--- src/rtl/tdm_demux4.sv ---
// tdm_demux4: receive end of a 4-channel TDM link.
// Recovers frame alignment from sync and presents complete frames in parallel.
module tdm_demux4 #(
    parameter int WIDTH = 1
) (
    input  logic             clk,
    input  logic             rst,
    input  logic [WIDTH-1:0] din,
    input  logic             din_valid,
    input  logic             sync,
    output logic [WIDTH-1:0] out_a,
    output logic [WIDTH-1:0] out_b,
    output logic [WIDTH-1:0] out_c,
    output logic [WIDTH-1:0] out_d,
    output logic             frame_valid,
    output logic             locked,
    output logic             sync_err
);

    typedef enum logic {
        HUNT   = 1'b0,
        LOCKED = 1'b1
    } state_t;

    state_t           state, state_n;
    logic [1:0]       slot, slot_n;
    logic [WIDTH-1:0] sh0, sh1, sh2;
    logic [WIDTH-1:0] sh0_n, sh1_n, sh2_n;
    logic [WIDTH-1:0] oa_n, ob_n, oc_n, od_n;
    logic             fv_n, err_n;

    // Beat classification while locked.
    logic             at_slot0;
    logic             ok_sync;
    logic             early_sync;
    logic             miss_sync;
    logic             mid_beat;
    logic             last_beat;

    assign at_slot0   = (slot == 2'd0);
    assign ok_sync    = sync && at_slot0;
    assign early_sync = sync && !at_slot0;
    assign miss_sync  = !sync && at_slot0;
    assign mid_beat   = !sync && !at_slot0 && (slot != 2'd3);
    assign last_beat  = !sync && (slot == 2'd3);

    assign locked = (state == LOCKED);

    // State, slot, shadow and output registers.
    always_ff @(posedge clk) begin
        if (rst) begin
            state       <= HUNT;
            slot        <= 2'd0;
            sh0         <= '0;
            sh1         <= '0;
            sh2         <= '0;
            out_a       <= '0;
            out_b       <= '0;
            out_c       <= '0;
            out_d       <= '0;
            frame_valid <= 1'b0;
            sync_err    <= 1'b0;
        end else begin
            state       <= state_n;
            slot        <= slot_n;
            sh0         <= sh0_n;
            sh1         <= sh1_n;
            sh2         <= sh2_n;
            out_a       <= oa_n;
            out_b       <= ob_n;
            out_c       <= oc_n;
            out_d       <= od_n;
            frame_valid <= fv_n;
            sync_err    <= err_n;
        end
    end

    // Next-state: hunt for sync, then steer each beat into its slot.
    always_comb begin
        state_n = state;
        slot_n  = slot;
        sh0_n   = sh0;
        sh1_n   = sh1;
        sh2_n   = sh2;
        oa_n    = out_a;
        ob_n    = out_b;
        oc_n    = out_c;
        od_n    = out_d;
        fv_n    = 1'b0;
        err_n   = 1'b0;
        if (din_valid) begin
            unique case (state)
                HUNT: begin
                    if (sync) begin
                        sh0_n   = din;
                        slot_n  = 2'd1;
                        state_n = LOCKED;
                    end
                end
                LOCKED: begin
                    unique case (1'b1)
                        ok_sync: begin
                            sh0_n  = din;
                            slot_n = 2'd1;
                        end
                        early_sync: begin
                            // Partial frame dropped; this beat restarts it.
                            err_n  = 1'b1;
                            sh0_n  = din;
                            slot_n = 2'd1;
                        end
                        miss_sync: begin
                            err_n   = 1'b1;
                            slot_n  = 2'd0;
                            state_n = HUNT;
                        end
                        mid_beat: begin
                            if (slot == 2'd1) begin
                                sh1_n = din;
                            end else begin
                                sh2_n = din;
                            end
                            slot_n = slot + 2'd1;
                        end
                        last_beat: begin
                            oa_n   = sh0;
                            ob_n   = sh1;
                            oc_n   = sh2;
                            od_n   = din;
                            fv_n   = 1'b1;
                            slot_n = 2'd0;
                        end
                        default: begin
                            slot_n = slot;
                        end
                    endcase
                end
                default: begin
                    state_n = HUNT;
                    slot_n  = 2'd0;
                end
            endcase
        end
    end

endmodule

--- config.mk ---
export PLATFORM = sky130hd
export DESIGN_NAME = tdm_demux4
export DESIGN_NICKNAME = d
export VERILOG_FILES = /design/src/rtl/tdm_demux4.sv
export SDC_FILE = /design/constraint.sdc
export NUM_CORES = 1
export LEC_CHECK = 0
export ABC_AREA = 1
export CAP_MARGIN = 20
export CORE_AREA = 2 2 48 50
export CTS_BUF_LIST = sky130_fd_sc_hd__clkbuf_4 sky130_fd_sc_hd__clkbuf_8 sky130_fd_sc_hd__clkbuf_16
export CTS_CLUSTER_SIZE = 30
export DETAILED_ROUTE_END_ITERATION = 16
export DIE_AREA = 0 0 50 52
export HOLD_SLACK_MARGIN = 0.02
export PLACE_DENSITY = 0.55
export REMOVE_ABC_BUFFERS = 1
export SYNTH_ARGS = -nofsm -noshare
export SYNTH_HDL_FRONTEND = slang
export SYNTH_SLANG_ARGS = --single-unit
--- constraint.sdc ---
create_clock -name clk -period 1.6 [get_ports clk]
set_input_delay 0.32 -clock clk [delete_from_list [all_inputs] [get_ports clk]]
set_output_delay 0.32 -clock clk [all_outputs]
set_load 0.01 [all_outputs]
==> qor.yml, run 1 <==
status:
  status: "completed"
layout:
  syn2layout_area_growth_pct: 29.1
  layout-drive-gt1-share_pct: 7.37
  antennaDiodeCount: 0
  utilization_pct: 36.1
  fin_cells: 123
  nets: 107
critical_path:
  cp.arrival_ps: 1200
  crit_family: "buffers and inverters"
  path_class: "flop to output port"
  crit_chain: "clkdlybuf4s50_1"
  reg2reg_from: "slot[0]"
  max_stage_delay_ps: 540
  worstSetupStartpoint: "locked"
  crit_slowest_cell: "clkdlybuf4s50_1"
  cp_max_fo: 4
  endpoint_kind: "output port"
  worstSetupStartpointType: "flop"
  crit_required_ps: 1280
  path_buf_inv: 1
global_route:
  grt.total_usage_pct: 10.3
  grt_pass1_wl_um: 1930
  grt_overflow_total: 0
  antenna_found_initial: 0
  grt_max_degree: 11
  grt_pass1_vias: 477
floorplan:
  rows: 17
  ios: 12
  core_um2: 2110
  die_area_um2: 2600
  die_w_um: 50
  die_h_um: 52
  initial_core_util_pct: 28.0
timing:
  hold_viol_final: 0
  max_freq_mhz: 657
  report.final.slew_viol_count: 0
  post-route-period-util_pct: 95.2
  setup_slack_ps: 77.3
  setup_viol: 0
  rsz0062_at_grt: "false"
  slew_headroom_pct: 82.6
  finClkSkew_ps: 1.07
  period_needed_ps: 1520
  tightest_slew_ps: 260
run:
  cap_violations: 0
cts:
  cts_max_path_buffers: 2
  cts-root-buf: "clkbuf_4"
  cts_tree: "yes"
  cts_sinks: 12
  clk_pin_slew_worst_paths_ps: 70
  h-tree-depth: 1
  cts_buffers: 3
  clk_latency_ps: 280
  cts_hold_buf: 0
  postCtsSetupRepairBufs: 0
placed_design:
  gp_congestion: 0.762
  place_inst: 120
  place_ws_ps: -39.1
  dp_hpwl_um: 830
  io_buffers: 11
detailed_routing:
  vias: 519
  wl_um: 1080
  ant_nets: 0
  drt_iter0_drc: 3
  dr.pass1.iters: 6
  drt-vias-per-instance: 4.22
  drc: 0
  wl_per_cell_um: 8.80
synthesis:
  ys_types: 14
  synthFlopType: "dfxtp_1"
  synth_edf_count: 0
  yosysWarnings: 0
  synth_commonest_cells: "nand2_1 (17), nor2_1 (17), inv_1 (13)"
  yosysSeqAreaShare_pct: 40.8
  synthArstFlopShare_pct: 0
  syn_inst: 81
  synth.avg_cell_area_um2: 7.28
  synth_top_area_share_pct: 40.8
  synth_area_leaders: "dfxtp_1 (41%), nand2_1 (11%), nor2_1 (11%), ha_1 (11%), inv_1 (8.3%)"
  syn_area_um2: 589
  synth_seq_cells: 12
  synth_top_area_cell: "dfxtp_1"
pwr:
  irDropWorstVdd_uv: 281
  power_mw: 0.589
  p_leak_nw: 0.344
  cellPowerDensity_nw_per_um2: 774
worst_hold_path:
  worstHoldPathType: "flop to flop"
  hp-start: "sh0"
[final timing paths]
| kind | slack (ps) | end | cells after the start |
|---|---|---|---|
| max | 80 | locked | 1 |
| max reg2reg | 150 | sh1 | 9 |
| min reg2reg | 480 | sh0 | 2 |
| min | 480 | sh0 | 2 |
[report_power, final]
part           internal [mW]  switching (mW)
clock                 0.0874           0.101
combinational         0.0362          0.0480
sequential             0.308         0.00752
total                  0.432           0.157
[metal layers]
layer | track usage [%] | vias to the layer above | wire (um)
met5 | 0 | - | 0
met4 | 9.72 | 0 | 58
met3 | 3.45 | 5 | 63
met2 | 16.0 | 12 | 484
met1 | 11.0 | 224 | 476
li1 | - | 278 | -
[tightest hold or removal path: cells and delay by family (launching register included)]
| kind | cells | cell delay [ps] |
|---|---|---|
| buffers and inverters | 1 | 60 |
| AO/OA/AOI/OAI | 1 | 60 |
| flip-flops | 1 | 300 |
[registers in the layout (all words and copies together) (netlist names)]
signal / cells
slot: 2
frame_valid: 1
locked: 1
out_a: 1
out_b: 1
out_c: 1
out_d: 1
sh0: 1
sh1: 1
sh2: 1
sync_err: 1
[layout by cell type, fill, tap and decap left out]
cell / n
a211oi_1: 1
a21oi_1: 4
clkbuf_4: 3
clkdlybuf4s50_1: 11
clkinv_1: 1
dfxtp_1: 11
dfxtp_2: 1
ha_1: 5
inv_1: 13
nand2_1: 17
nand2_4: 1
nand3_1: 5
nor2_1: 16
nor2_2: 1
nor2_8: 1
nor3_1: 1
o21a_1: 1
o21ai_0: 2
[per-stage QoR]
stage | hold WS, ps | area, um^2 | setup TNS (ps)
2_1_floorplan | 398 | 589 | 0
3_3_place_gp | 446 | 734 | 0
3_5_place_dp | 469 | 734 | -73.7
4_1_cts | 481 | 758 | 0
5_1_grt | 506 | 761 | 0
6_report | 476 | 761 | 0
[area by class of cell]
type / instances / area [um^2]
Clock buffer: 3 / 22.5
Fill cell: 231 / 1350
Inverter: 14 / 52.6
Multi-Input combinational cell: 55 / 299
Sequential cell: 12 / 241
Tap cell: 28 / 35.0
Timing Repair Buffer: 11 / 110
[repair_timing]
item	CTS	global route
cloned	0	0
resized for setup	1	1
setup endpoints to repair	1	2
pin swaps	0	0
[kinds of logic (layout without fill, tap and decap cells)]
| family | count (synthesis) | after routing | synth area share (%) |
|---|---|---|---|
| AO/OA/AOI/OAI | 8 | 8 | 7.64 |
| adder cells (fa/ha/maj) | 5 | 5 | 10.6 |
| buffers and inverters | 14 | 28 | 8.92 |
| flip-flops | 12 | 12 | 40.8 |
| AND/OR/NAND/NOR | 42 | 42 | 32.1 |
(Power assumes the default switching activity.)
==> run 2: changes to the inputs <==
--- a/config.mk
+++ b/config.mk
@@ -13,7 +13,6 @@
 export DETAILED_ROUTE_END_ITERATION = 16
 export DIE_AREA = 0 0 50 52
 export HOLD_SLACK_MARGIN = 0.02
-export PLACE_DENSITY = 0.55
 export REMOVE_ABC_BUFFERS = 1
 export SYNTH_ARGS = -nofsm -noshare
 export SYNTH_HDL_FRONTEND = slang
==> run 2 against run 1 <==
  * Wire length shrank 1.4%
  * Sequential share of layout area fell by 1.3 points
  * Power rose by 11%
  * Non-clock buffer count is 2 higher
  * Die area stayed put
  * Sequential cell count is the same
  * Sequential power hardly changed
  * Hold slack got worse by 13 ps
  * Core utilization increased by 1.3 points
  * Critical path type unchanged
  * Largest cell class unchanged
  * Highest routed layer unchanged
==> qor.yml, run 2 (synthesis gave the netlist of run 1 again) <==
floorplan:
  die_h_um: 52
  die_area_um2: 2600
  core_um2: 2110
  ios: 12
  rows: 17
  initial_core_util_pct: 28.0
  die_w_um: 50
cts:
  clk_latency_ps: 280
  clk_pin_slew_worst_paths_ps: 80
  cts_hold_buf: 0
  cts_max_path_buffers: 2
  cts_tree: "yes"
  cts_sinks: 12
  h-tree-depth: 1
  cts-root-buf: "clkbuf_4"
  cts_buffers: 3
layout:
  largest-register: "slot"
  antennaDiodeCount: 0
  largest_reg_flops: 2
  layout-drive-gt1-share_pct: 9.18
  nets: 109
  final_common_cell: "nand2_1"
  layout_common_cells: "nand2_1 (17), nor2_1 (16), inv_1 (13), dfxtp_1 (12), clkdlybuf4s50_1 (11)"
  final_cell_area_um2: 788
  syn2layout_area_growth_pct: 33.8
critical_path:
  max_stage_delay_ps: 530
  crit_chain: "clkdlybuf4s50_1"
  cp_max_fo: 2
  endpoint_kind: "output port"
  crit_family: "buffers and inverters"
  crit_slowest_cell: "clkdlybuf4s50_1"
  path_class: "flop to output port"
  worstSetupStartpointType: "flop"
  crit_required_ps: 1280
  cp.arrival_ps: 1150
  path_buf_inv: 1
timing:
  slew_headroom_pct: 83.2
  period_needed_ps: 1470
  finClkSkew_ps: 6.09
  report.final.slew_viol_count: 0
  hold_viol_final: 0
  tightest_slew_ps: 251
  max_freq_mhz: 679
  hold-worst-slack_ps: 463
  setup_viol: 0
  post-route-period-util_pct: 92.1
  setup-tns-final_ps: 0
  rsz0062_at_grt: "false"
detailed_routing:
  wl_um: 1070
  met2_length_um: 465
  drt_iter0_drc: 2
  dr.pass1.iters: 3
  vias: 516
  wl_per_cell_um: 8.48
  drt-met1-wl_um: 523
  routed.top_layer: "met4"
  drc: 0
  wl_met3_um: 41
  ant_nets: 0
  drt-vias-per-instance: 4.10
global_route:
  grt_pass1_vias: 446
  grt.total_usage_pct: 9.24
  antenna_found_initial: 0
  grt_max_degree: 11
  grt_overflow_total: 0
  grt_pass1_wl_um: 1740
pwr:
  p_leak_nw: 0.360
  irDropWorstVdd_uv: 358
  cellPowerDensity_nw_per_um2: 830
run:
  cap_violations: 0
status:
  status: "completed"
placed_design:
  gp_congestion: 0.812
  dpl-instance-area_um2: 749
  dp_hpwl_um: 821
  io_buffers: 11
worst_hold_path:
  worstHoldPathType: "flop to flop"
## run 2: stage by stage
step	setup slack (ps)	util, %	power, mW	std cells
5_1_grt	46.3	37.4	0.687	126
3_3_place_gp	48.3	35.6	0.410	122
3_5_place_dp	22.0	35.6	0.410	122
4_1_cts	120	37.3	0.661	126
2_1_floorplan	278	-	0.376	81
6_report	127	37.4	0.654	126
## run 2: routing by layer
layer | track usage (%) | up-vias
met2 | 14.0 | 10
met5 | 0 | -
met4 | 8.33 | 0
li1 | - | 285
met3 | 2.87 | 5
met1 | 10.3 | 216
## run 2: layout make-up
type                            count  area, um^2
Fill cell                         229        1320
Tap cell                           28        35.0
Sequential cell                    12         240
Inverter                           14        52.6
Clock buffer                        4        36.3
Multi-Input combinational cell     55         299
Timing Repair Buffer               13         125
## run 2: worst paths after layout
check / start / endpoint / slack (ps) / cells past startpoint
worst min-delay path: sh0 / sh0 / 460 / 2
worst max-delay path: locked / locked / 130 / 1
worst max register to register: slot[0] / sh1 / 170 / 9
worst min register to register: sh0 / sh0 / 460 / 2
## run 2: where the power goes
part           internal (mW)  switching (mW)
Combinational         0.0401          0.0494
Sequential             0.308         0.00598
Clock                  0.138           0.112
Total                  0.486           0.168
## run 2: timing repair
item                                    CTS  global route
hold endpoints to repair                  0             0
resized for setup                         0             1
endpoints found under the setup margin    0             2
buffers inserted                          0             0
==> run 3: changes to the inputs <==
--- a/config.mk
+++ b/config.mk
@@ -7,11 +7,11 @@
 export LEC_CHECK = 0
 export ABC_AREA = 1
 export CAP_MARGIN = 20
-export CORE_AREA = 2 2 48 50
+export CORE_AREA = 3 3 49 51
 export CTS_BUF_LIST = sky130_fd_sc_hd__clkbuf_4 sky130_fd_sc_hd__clkbuf_8 sky130_fd_sc_hd__clkbuf_16
 export CTS_CLUSTER_SIZE = 30
 export DETAILED_ROUTE_END_ITERATION = 16
-export DIE_AREA = 0 0 50 52
+export DIE_AREA = 0 0 52 54
 export HOLD_SLACK_MARGIN = 0.02
 export REMOVE_ABC_BUFFERS = 1
 export SYNTH_ARGS = -nofsm -noshare
==> run 3 against run 2 <==
  * Count of clock-buffer cells in the layout unchanged
  * Hold slack about the same
  * Sequential cell count unchanged
  * First-iteration DRC count increased to 7.5 times the previous value
  * Final cell count decreased by 0.79%
  * Global-route usage increased by 1.1 points
  * Wire length increased by 5.1%
  * Via count unchanged
  * Power decreased by 0.26%
  * Sequential power about the same
  * Critical endpoint unchanged
  * Largest cell class unchanged
  * Largest power group unchanged
  * Highest routed layer unchanged
==> qor.yml, run 3 (synthesis gave the netlist of run 1 again) <==
layout:
  largest_reg_flops: 2
  syn2layout_area_growth_pct: 33.8
  utilization_pct: 39.8
  final_cell_area_um2: 788
  nets: 109
  layout-drive-gt1-share_pct: 10.2
  final_common_cell: "nand2_1"
  antennaDiodeCount: 0
  fin_cells: 125
  largest-register: "slot"
  layout_common_cells: "nand2_1 (17), nor2_1 (16), inv_1 (13), dfxtp_1 (11), clkdlybuf4s50_1 (11)"
pwr:
  p_leak_nw: 0.361
  irDropWorstVdd_uv: 326
  cellPowerDensity_nw_per_um2: 827
critical_path:
  max_stage_delay_ps: 540
  crit_chain: "clkdlybuf4s50_1"
  endpoint_kind: "output port"
  worstSetupStartpointType: "flop"
  crit_family: "buffers and inverters"
  crit_required_ps: 1280
  cp.arrival_ps: 1150
  crit_slowest_cell: "clkdlybuf4s50_1"
  path_class: "flop to output port"
  cp_max_fo: 2
  path_buf_inv: 1
cts:
  cts_tree: "yes"
  cts-root-buf: "clkbuf_4"
  cts_max_path_buffers: 2
  cts_hold_buf: 0
  cts_sinks: 12
  postCtsSetupRepairBufs: 0
  clk_latency_ps: 280
  cts_buffers: 3
  h-tree-depth: 1
  cts-resized-gates: 0
  clk_pin_slew_worst_paths_ps: 80
status:
  status: "completed"
detailed_routing:
  drc: 0
  vias: 516
  drt-vias-per-instance: 4.13
  dr.pass1.iters: 4
  drt_iter0_drc: 15
  wl_per_cell_um: 8.98
  ant_nets: 0
  wl_um: 1120
global_route:
  grt_overflow_total: 0
  grt.total_usage_pct: 10.3
  grt_max_degree: 11
  grt_pass1_vias: 504
  grt_pass1_wl_um: 2010
  antenna_found_initial: 0
timing:
  setup-tns-final_ps: 0
  setup_viol: 0
  slew_headroom_pct: 82.3
  report.final.slew_viol_count: 0
  rsz0062_at_grt: "false"
  hold_viol_final: 0
  max_freq_mhz: 681
  tightest_slew_ps: 263
  finClkSkew_ps: 2.61
  post-route-period-util_pct: 91.7
  period_needed_ps: 1470
placed_design:
  place_inst: 121
  gp_congestion: 0.790
  dpl-instance-area_um2: 748
  io_buffers: 11
  dp_hpwl_um: 891
run:
  cap_violations: 0
worst_hold_path:
  worstHoldPathType: "flop to flop"
floorplan:
  rows: 16
  die_h_um: 54
  initial_core_util_pct: 29.7
  core_um2: 1980
  die_w_um: 52
  ios: 12
  die_area_um2: 2810
## run 3: changes by cell type in the layout (fill, tap and decap cells not counted)
cell	delta
dfxtp_1	-1
dfxtp_2	+1
## run 3: per-stage QoR
stage	total power [mW]	hold WS (ps)	worst slack, ps
after floorplan	0.376	398	278
after global placement	0.409	441	42.9
after detailed placement	0.413	451	0.817
after CTS	0.662	463	95.4
after global routing	0.698	483	48.5
final	0.652	462	132
## run 3: final cells by class
cell class / count / area (um^2)
clock buffers: 4 / 36.3
fillers: 212 / 1190
inverters: 14 / 52.6
multi-input cells: 55 / 299
flip-flops and latches: 12 / 241
well taps: 27 / 33.8
repair buffers: 13 / 125
## run 3: path summary, 6_finish.rpt
kind                               from      to  slack (ps)  cells past startpoint
worst max register to register  slot[0]     sh2         220                      9
worst min-delay path                sh0     sh0         460                      2
worst min register to register      sh0     sh0         460                      2
worst max-delay path             locked  locked         130                      1
## run 3: where the power goes
| part | total [mW] | internal, mW | leakage, nW | switching [mW] |
|---|---|---|---|---|
| logic | 0.0922 | 0.0405 | 0.242 | 0.0517 |
| clock network | 0.246 | 0.138 | 0.0210 | 0.108 |
| registers | 0.314 | 0.308 | 0.0979 | 0.00564 |
| total | 0.652 | 0.487 | 0.361 | 0.165 |
## run 3: routing by layer
| layer | GRT usage (%) | up-vias | routed length, um |
|---|---|---|---|
| li1 | - | 280 | - |
| met1 | 10.3 | 224 | 503 |
| met2 | 16.3 | 8 | 539 |
| met3 | 4.16 | 4 | 56 |
| met4 | 9.61 | 0 | 23 |
| met5 | 0 | - | 0 |
